[src/rtl/cpu_mem_pkg.sv]
// Shared types for the Cpu-side memory port arbiter: FSM states, grant owner,
// counter widths and the saturating streak increment.
package cpu_mem_pkg;

    localparam int ADDR_W_DEF = 32;
    localparam int DATA_W_DEF = 32;
    localparam int STREAK_W   = 4;
    localparam int TMO_W      = 8;

    typedef enum logic [1:0] {
        IDLE   = 2'd0,
        BUSY_I = 2'd1,
        BUSY_D = 2'd2
    } arb_state_t;

    typedef enum logic [1:0] {
        OWN_NONE  = 2'd0,
        OWN_FETCH = 2'd1,
        OWN_DATA  = 2'd2
    } grant_owner_t;

    function automatic logic [STREAK_W-1:0] streak_sat_inc(
        input logic [STREAK_W-1:0] s,
        input logic [STREAK_W-1:0] lim
    );
        return (s >= lim) ? lim : s + STREAK_W'(1);
    endfunction

endpackage

[src/rtl/arb_grant_select.sv]
// Combinational grant decision for the memory port: eligibility, data-first
// priority with a bounded data streak, and the next streak value.
module arb_grant_select
    import cpu_mem_pkg::*;
#(
    parameter int MAX_D_BURST = 4
) (
    input  logic                in_idle,
    input  logic                if_req,
    input  logic                if_ack,
    input  logic                d_req,
    input  logic                d_ack,
    input  logic [STREAK_W-1:0] streak,
    output grant_owner_t        grant,
    output logic [STREAK_W-1:0] streak_next
);

    localparam logic [STREAK_W-1:0] BURST_LIM = STREAK_W'(MAX_D_BURST);

    logic turnaround;
    logic if_elig;
    logic d_elig;

    always_comb begin
        // The completion cycle is a turnaround: no requester is re-granted while an ack is high.
        turnaround  = if_ack | d_ack;
        if_elig     = in_idle & if_req & ~turnaround;
        d_elig      = in_idle & d_req & ~turnaround;
        grant       = OWN_NONE;
        streak_next = streak;
        if (d_elig && !(if_elig && (streak == BURST_LIM))) begin
            grant       = OWN_DATA;
            streak_next = if_req ? streak_sat_inc(streak, BURST_LIM) : '0;
        end else if (if_elig) begin
            grant       = OWN_FETCH;
            streak_next = '0;
        end
    end

endmodule

[src/rtl/mem_port_arbiter.sv]
// Shares one single-ported memory between Cpu fetch and load/store, sequencing
// each access through req/ack and stalling the Cpu while anything is outstanding.
module mem_port_arbiter
    import cpu_mem_pkg::*;
#(
    parameter int ADDR_W      = ADDR_W_DEF,
    parameter int DATA_W      = DATA_W_DEF,
    parameter int MAX_D_BURST = 4,
    parameter int TIMEOUT     = 255
) (
    input  logic              clk,
    input  logic              rst,
    input  logic              if_req,
    input  logic [ADDR_W-1:0] if_addr,
    output logic [DATA_W-1:0] if_rdata,
    output logic              if_ack,
    input  logic              d_req,
    input  logic              d_we,
    input  logic [ADDR_W-1:0] d_addr,
    input  logic [DATA_W-1:0] d_wdata,
    output logic [DATA_W-1:0] d_rdata,
    output logic              d_ack,
    output logic              bus_err,
    output logic [ADDR_W-1:0] mem_addr,
    output logic [DATA_W-1:0] mem_wdata,
    output logic              mem_read,
    output logic              mem_write,
    input  logic [DATA_W-1:0] mem_rdata,
    input  logic              mem_ready,
    output logic              stall
);

    localparam logic [TMO_W-1:0] TMO_LAST = TMO_W'(TIMEOUT - 1);

    arb_state_t          state, state_nxt;
    logic [STREAK_W-1:0] streak, streak_nxt, streak_sel;
    logic [TMO_W-1:0]    tmo_cnt, tmo_nxt;
    grant_owner_t        grant;

    logic [ADDR_W-1:0]   mem_addr_nxt;
    logic [DATA_W-1:0]   mem_wdata_nxt;
    logic                mem_read_nxt;
    logic                mem_write_nxt;
    logic [DATA_W-1:0]   if_rdata_nxt;
    logic [DATA_W-1:0]   d_rdata_nxt;
    logic                if_ack_nxt;
    logic                d_ack_nxt;
    logic                bus_err_nxt;
    logic                finish_ok;
    logic                finish_err;

    arb_grant_select #(
        .MAX_D_BURST (MAX_D_BURST)
    ) u_grant_select (
        .in_idle     (state == IDLE),
        .if_req      (if_req),
        .if_ack      (if_ack),
        .d_req       (d_req),
        .d_ack       (d_ack),
        .streak      (streak),
        .grant       (grant),
        .streak_next (streak_sel)
    );

    assign stall = (if_req & ~if_ack) | (d_req & ~d_ack);

    always_comb begin
        state_nxt     = state;
        streak_nxt    = streak;
        tmo_nxt       = tmo_cnt;
        mem_addr_nxt  = mem_addr;
        mem_wdata_nxt = mem_wdata;
        mem_read_nxt  = mem_read;
        mem_write_nxt = mem_write;
        if_rdata_nxt  = if_rdata;
        d_rdata_nxt   = d_rdata;
        if_ack_nxt    = 1'b0;
        d_ack_nxt     = 1'b0;
        bus_err_nxt   = 1'b0;
        finish_ok     = 1'b0;
        finish_err    = 1'b0;

        unique case (state)
            IDLE: begin
                tmo_nxt = '0;
                unique case (grant)
                    OWN_FETCH: begin
                        state_nxt     = BUSY_I;
                        streak_nxt    = streak_sel;
                        mem_addr_nxt  = if_addr;
                        mem_read_nxt  = 1'b1;
                        mem_write_nxt = 1'b0;
                    end
                    OWN_DATA: begin
                        state_nxt     = BUSY_D;
                        streak_nxt    = streak_sel;
                        mem_addr_nxt  = d_addr;
                        mem_wdata_nxt = d_wdata;
                        mem_read_nxt  = ~d_we;
                        mem_write_nxt = d_we;
                    end
                    default: ;
                endcase
            end
            BUSY_I, BUSY_D: begin
                // mem_ready takes precedence over a timeout reached in the same cycle.
                finish_ok  = mem_ready;
                finish_err = ~mem_ready & (tmo_cnt == TMO_LAST);
                if (finish_ok || finish_err) begin
                    state_nxt     = IDLE;
                    mem_read_nxt  = 1'b0;
                    mem_write_nxt = 1'b0;
                    bus_err_nxt   = finish_err;
                    if (state == BUSY_I) begin
                        if_ack_nxt   = 1'b1;
                        if_rdata_nxt = finish_ok ? mem_rdata : '0;
                    end else begin
                        d_ack_nxt = 1'b1;
                        if (mem_read) begin
                            d_rdata_nxt = finish_ok ? mem_rdata : '0;
                        end
                    end
                end else begin
                    tmo_nxt = tmo_cnt + TMO_W'(1);
                end
            end
            default: begin
                state_nxt     = IDLE;
                mem_read_nxt  = 1'b0;
                mem_write_nxt = 1'b0;
            end
        endcase
    end

    always_ff @(posedge clk or negedge rst) begin
        if (!rst) begin
            state     <= IDLE;
            streak    <= '0;
            tmo_cnt   <= '0;
            mem_addr  <= '0;
            mem_wdata <= '0;
            mem_read  <= 1'b0;
            mem_write <= 1'b0;
            if_rdata  <= '0;
            d_rdata   <= '0;
            if_ack    <= 1'b0;
            d_ack     <= 1'b0;
            bus_err   <= 1'b0;
        end else begin
            state     <= state_nxt;
            streak    <= streak_nxt;
            tmo_cnt   <= tmo_nxt;
            mem_addr  <= mem_addr_nxt;
            mem_wdata <= mem_wdata_nxt;
            mem_read  <= mem_read_nxt;
            mem_write <= mem_write_nxt;
            if_rdata  <= if_rdata_nxt;
            d_rdata   <= d_rdata_nxt;
            if_ack    <= if_ack_nxt;
            d_ack     <= d_ack_nxt;
            bus_err   <= bus_err_nxt;
        end
    end

endmodule

[config.mk]
export PLATFORM = sky130hd
export DESIGN_NAME = mem_port_arbiter
export DESIGN_NICKNAME = d
export VERILOG_FILES = /design/src/rtl/cpu_mem_pkg.sv /design/src/rtl/arb_grant_select.sv /design/src/rtl/mem_port_arbiter.sv
export SDC_FILE = /design/constraint.sdc
export NUM_CORES = 1
export LEC_CHECK = 0
export CAP_MARGIN = 20
export CORE_ASPECT_RATIO = 0.6
export CORE_MARGIN = 8
export CORE_UTILIZATION = 47
export CTS_BUF_LIST = sky130_fd_sc_hd__clkbuf_4 sky130_fd_sc_hd__clkbuf_8
export DETAILED_ROUTE_END_ITERATION = 12
export HOLD_SLACK_MARGIN = 0.15
export PLACE_DENSITY_LB_ADDON = 0.12
export SYNTH_ARGS = -nofsm -noshare
export SYNTH_HDL_FRONTEND = slang
export SYNTH_SLANG_ARGS = --single-unit
[constraint.sdc]
create_clock -name clk -period 5.5 [get_ports clk]
set_clock_uncertainty 0.05 [all_clocks]
set_input_delay 1.1 -clock clk [delete_from_list [all_inputs] [get_ports clk]]
set_output_delay 1.1 -clock clk [all_outputs]
set_load 0.1 [all_outputs]
==> key figures, run 1 <==
Worst setup path
  – Max stage delay on crit path: 620 ps
  – Cells along the critical path: clkdlybuf4s50_1, inv_1, o22ai_1, buf_4
  – Setup Crit Path Kind: in -> out
  – Required @ worst endpoint: 4350 ps
  – Critical path endpoint category: output port
  – CP Launch Type: input port
  – CP max-delay cell: clkdlybuf4s50_1
  – Crit Path Max Fanout: 5
  – Worst EP arrival: 2250 ps

Clock tree
  – Worst-path clk slew: 80 ps
  – CTS tree: done
  – CTS resizes: 0
  – Setup Fix Bufs, Post-CTS: 0
  – Clock root buffer: clkbuf_8
  – Clk sinks: 147
  – Max Root-Sink Buffers: 2
  – CTS buffer count: 17
  – Clk_lat worst skew: 430 ps
  – H-tree depth: 4
  – Hold buffer count at CTS: 0

Detailed routing
  – Vias post-DR: 4940
  – Vias per cell: 5.14
  – Wire per inst: 18.5 µm
  – DRC violations left: 0
  – Antenna Violating Nets Remaining: 0
  – WL final: 17700 µm
  – DRT Pass-1 Iters: 4
  – Initial DRC Count: 177

Global route
  – Number of global-route vias before repair: 5323
  – Largest net degree at the start of global routing: 100
  – First-pass GRT wire length: 28600 µm
  – Initial antenna violation count: 0
  – Total GRT Usage: 21.2%
  – GR Overflow Total: 0

Floorplanning
  – Die height: 104 µm
  – Die Wd: 162 µm
  – Die area: 0.0169 mm²
  – IO Count: 268
  – Initial Utilization: 47.6%
  – Core Region: 0.0127 mm²
  – Core Rows: 32

Run status
  – Status: finished, final reports clean

Timing
  – Setup_tns: 0 ps
  – Highest clock rate: 0.294 GHz
  – Count of final setup violators: 0
  – Fin crit share: 61.8%
  – Worst Tran Pin Value: 1070 ps
  – Max-slew violation count: 0
  – RSZ-0062 raised after global routing: no
  – Final Critical Period: 3400 ps
  – Final hold vios: 0
  – Max-slew headroom: 28.5%

Synth
  – Number of flops mapped to enable cells by yosys: 0
  – Net Count, Synth: 660
  – Yosys top cell area share: 60.8%
  – Top post-synthesis cells by count: dfrtp_1 (147), nand2_1 (140), a22o_1 (64)
  – Synth top area cells: dfrtp_1 (61%), a22o_1 (9.3%), nand2_1 (8.7%)
  – Synthesized area per cell: 11.6 µm²
  – Synth Register Bits: 147
  – Top cell type by total area after synthesis: dfrtp_1
  – Sequential area share after synthesis: 60.8%
  – Most frequent cell after synthesis: dfrtp_1
  – Ys async rst share: 100%
  – Post-synth top flop: dfrtp_1
  – Count of cell types in the netlist: 41
  – Cells after synthesis: 520
  – Post-Syn Area: 0.00605 mm²
  – Synth warn: 0

Placement
  – Placer Congestion: 0.774
  – Port Buffers: 267
  – DPL Wire Length: 13100 µm

Cells and area
  – Share of cells above drive strength 1: 6.57%
  – Area delta synth->final: 51.9%
  – # diodes: 0
  – Nets: 918

Hold path
  – Hold/Removal Path Class: reg -> reg

Run
  – Total of max-cap violations: 0
## cells by family (layout without fill, tap and decap cells)
group           after synthesis  after routing  share of synthesized area, %
flops                       147            147                          60.8
compound gates              118            118                          15.0
fa+ha+maj                     6              6                          1.24
simple gates                172            172                          12.8
buf+inv                      43            314                          4.51
mux                          34             34                          5.63
## layer usage
| metal | track usage (%) | share of wire, % | vias up |
|---|---|---|---|
| met5 | 0 | 0 | - |
| met3 | 9.49 | 9.3 | 23 |
| met1 | 24.4 | 40 | 2427 |
| met2 | 34.8 | 49 | 159 |
| li1 | - | - | 2331 |
| met4 | 6.91 | 1.9 | 0 |
## worst max-delay path: cells and delay by family
family	cells	cell delay (ps)
compound gates	1	130
buf+inv	3	1010
## final timing paths
kind	cells after the start	end	from	slack (ps)
max	4	stall	if_req	2100
min	2	mem_wdata[12]	mem_wdata[12]	430
max reg2reg	7	mem_read	state[0]	2770
min reg2reg	2	mem_wdata[12]	mem_wdata[12]	430
max in group asynchronous	2	mem_wdata[31]	rst	3550
min in group asynchronous	1	mem_wdata[23]	rst	660
## metrics by stage
| step | worst slack [ps] | hold slack [ps] | instances | util (%) | area [µm²] |
|---|---|---|---|---|---|
| after floorplan | 1740 | 431 | 520 | - | 6050 |
| after global placement | 1870 | 407 | 928 | 68.8 | 8740 |
| after detailed placement | 1790 | 411 | 928 | 68.8 | 8740 |
| after CTS | 2120 | 432 | 960 | 72.2 | 9160 |
| after global routing | 2070 | 454 | 961 | 72.4 | 9190 |
| final | 2100 | 429 | 961 | 72.4 | 9190 |
## cells in the final DEF (no fill, tap or decap), drive strengths merged, types with 3 or more instances in the layout
master	instances
clkdlybuf4s50	265
dfrtp	147
nand2	140
a22o	66
o21ai	36
mux2i	34
clkbuf	20
inv	14
nand3	10
buf	8
ha	6
a31oi	5
nor2	4
nand2b	3
clkinvlp	3
a41oi	3
## registers in the layout (all words and copies together) (netlist names), 2 cells and up
register   count
d_rdata       32
if_rdata      32
mem_addr      32
mem_wdata     32
tmo_cnt        8
streak         4
state          2
## cell type report
class | instances | area, µm²
flip-flops and latches | 147 | 3680
fillers | 884 | 3510
repair buffers | 273 | 2740
multi-input cells | 330 | 2100
clock buffers | 20 | 275
well taps | 170 | 213
clock inverters | 12 | 144
inverters | 9 | 33.8
Power of run 1 is left out: the tool's default activity adds up to more than one toggle a clock period on the data nets, which glitch-free logic cannot reach.
==> run 2: changes to the inputs <==
Settings changed: CORE_UTILIZATION 47 to 43.
Clock period 5.5 ns to 3.5 ns, I/O delays scaled along.
==> key figures, run 2 (synthesis gave the netlist of run 1 again) <==
Run status
  – Status: finished, final reports clean

Timing
  – Max-slew headroom: 31.6%
  – RSZ-0062 raised after global routing: no
  – Setup_tns: 0 ps
  – Final Critical Period: 2740 ps
  – Highest clock rate: 0.365 GHz
  – Max-slew violation count: 0
  – Count of final setup violators: 0
  – Final hold vios: 0
  – Worst Tran Pin Value: 1020 ps
  – Fin crit share: 78.3%
  – Worst setup margin: 761 ps

Worst setup path
  – Max stage delay on crit path: 1180 ps
  – FF-to-FF End: state[1]
  – CP max-delay cell: clkdlybuf4s50_1
  – Buf/Inv on CP: 1
  – R2R cell count: 6
  – Levels on crit path: 1
  – Critical register-to-register path startpoint: state[0]
  – Register-to-Register Setup Slack: 1370 ps
  – Crit-path leading delay family: buffers and inverters
  – Worst Setup EP: d_rdata[16]
  – Worst EP arrival: 1990 ps
  – Critical path endpoint category: output port
  – CP startpoint: d_rdata[16]
  – Crit Path Max Fanout: 2
  – CP Launch Type: flip-flop
  – Cells along the critical path: clkdlybuf4s50_1
  – Required @ worst endpoint: 2750 ps
  – Setup Crit Path Kind: reg -> out

Clock tree
  – CTS tree: done
  – Worst-path clk slew: 90 ps
  – H-tree depth: 4
  – Max Root-Sink Buffers: 2
  – Hold buffer count at CTS: 1
  – Setup Fix Bufs, Post-CTS: 0
  – CTS resizes: 0
  – Clock root buffer: clkbuf_8
  – CTS buffer count: 17
  – Clk sinks: 147
  – Clk_lat worst skew: 430 ps

Detailed routing
  – Antenna Violating Nets Remaining: 0
  – Vias post-DR: 4980
  – WL final: 18200 µm
  – Initial DRC Count: 314
  – Vias per cell: 5.06
  – DRT Pass-1 Iters: 4
  – Wire per inst: 18.5 µm
  – DRC violations left: 0

Floorplanning
  – Initial Utilization: 44.1%
  – Die area: 0.0182 mm²
  – Die height: 108 µm
  – Die Wd: 169 µm
  – IO Count: 268
  – Core Region: 0.0137 mm²
  – Core Rows: 33

Run
  – Total of max-cap violations: 0

Cells and area
  – Share of cells above drive strength 1: 14.9%
  – Nets: 921
  – Final std cells w/o fill: 985
  – Most frequent cells in the layout: clkdlybuf4s50_1 (200), dfrtp_1 (147), nand2_1 (140)
  – Area delta synth->final: 50.4%
  – # fillers: 1043
  – # diodes: 0
  – Multi-input logic area: 0.00210 mm²
  – Most common cell after layout, fill and taps aside: clkdlybuf4s50_1
  – Register area: 0.00368 mm²
  – Finished Cell Area: 0.00909 mm²

Hold path
  – Hold/Removal Path Class: reg -> reg
  – Hold path start: mem_wdata[22]
  – WHS Path Cells: 2

Placement
  – Place WS: 930 ps
  – DPL Wire Length: 13400 µm
  – Placer Congestion: 0.772
  – Port Buffers: 267
  – Post-placement cell count: 953
  – Post-place instance area: 0.00866 mm²

Global route
  – Initial antenna violation count: 0
  – First-pass GRT wire length: 28400 µm
  – Largest net degree at the start of global routing: 68
  – GR Overflow Total: 0
  – Number of global-route vias before repair: 5160
  – Total GRT Usage: 19.7%
-- run 2: how the worst min path moves through the flow --
stage	endpoint	slack, ps
global route	mem_wdata[23]	450
global placement	mem_wdata[25]	410
CTS	mem_wdata[23]	430
finish	mem_wdata[22]	440
floorplan	bus_err	350
detailed placement	mem_wdata[23]	410
-- run 2: through the flow --
stage	utilization [%]	hold slack, ps
after floorplan	-	354
after global placement	63.2	406
after detailed placement	63.2	415
after CTS	66.3	435
after global routing	66.3	447
final	66.3	436
-- run 2: area by class of cell --
type | count | share of cell area (%)
multi-input cells | 330 | 23.2
clock inverters | 13 | 1.93
flip-flops and latches | 147 | 40.5
repair buffers | 276 | 28.8
inverters | 9 | 0.372
well taps | 192 | 2.64
clock buffers | 18 | 2.66
-- run 2: layer usage --
metal  wire length (µm)  vias to the layer above  global-route usage [%]
met5                  0                        -                       0
met4                214                        0                    4.65
met3               1670                       15                    9.26
met2               8810                      170                    32.2
met1               7510                     2463                    23.4
li1                   -                     2332                       -
Power of run 2 is left out for the same reason.
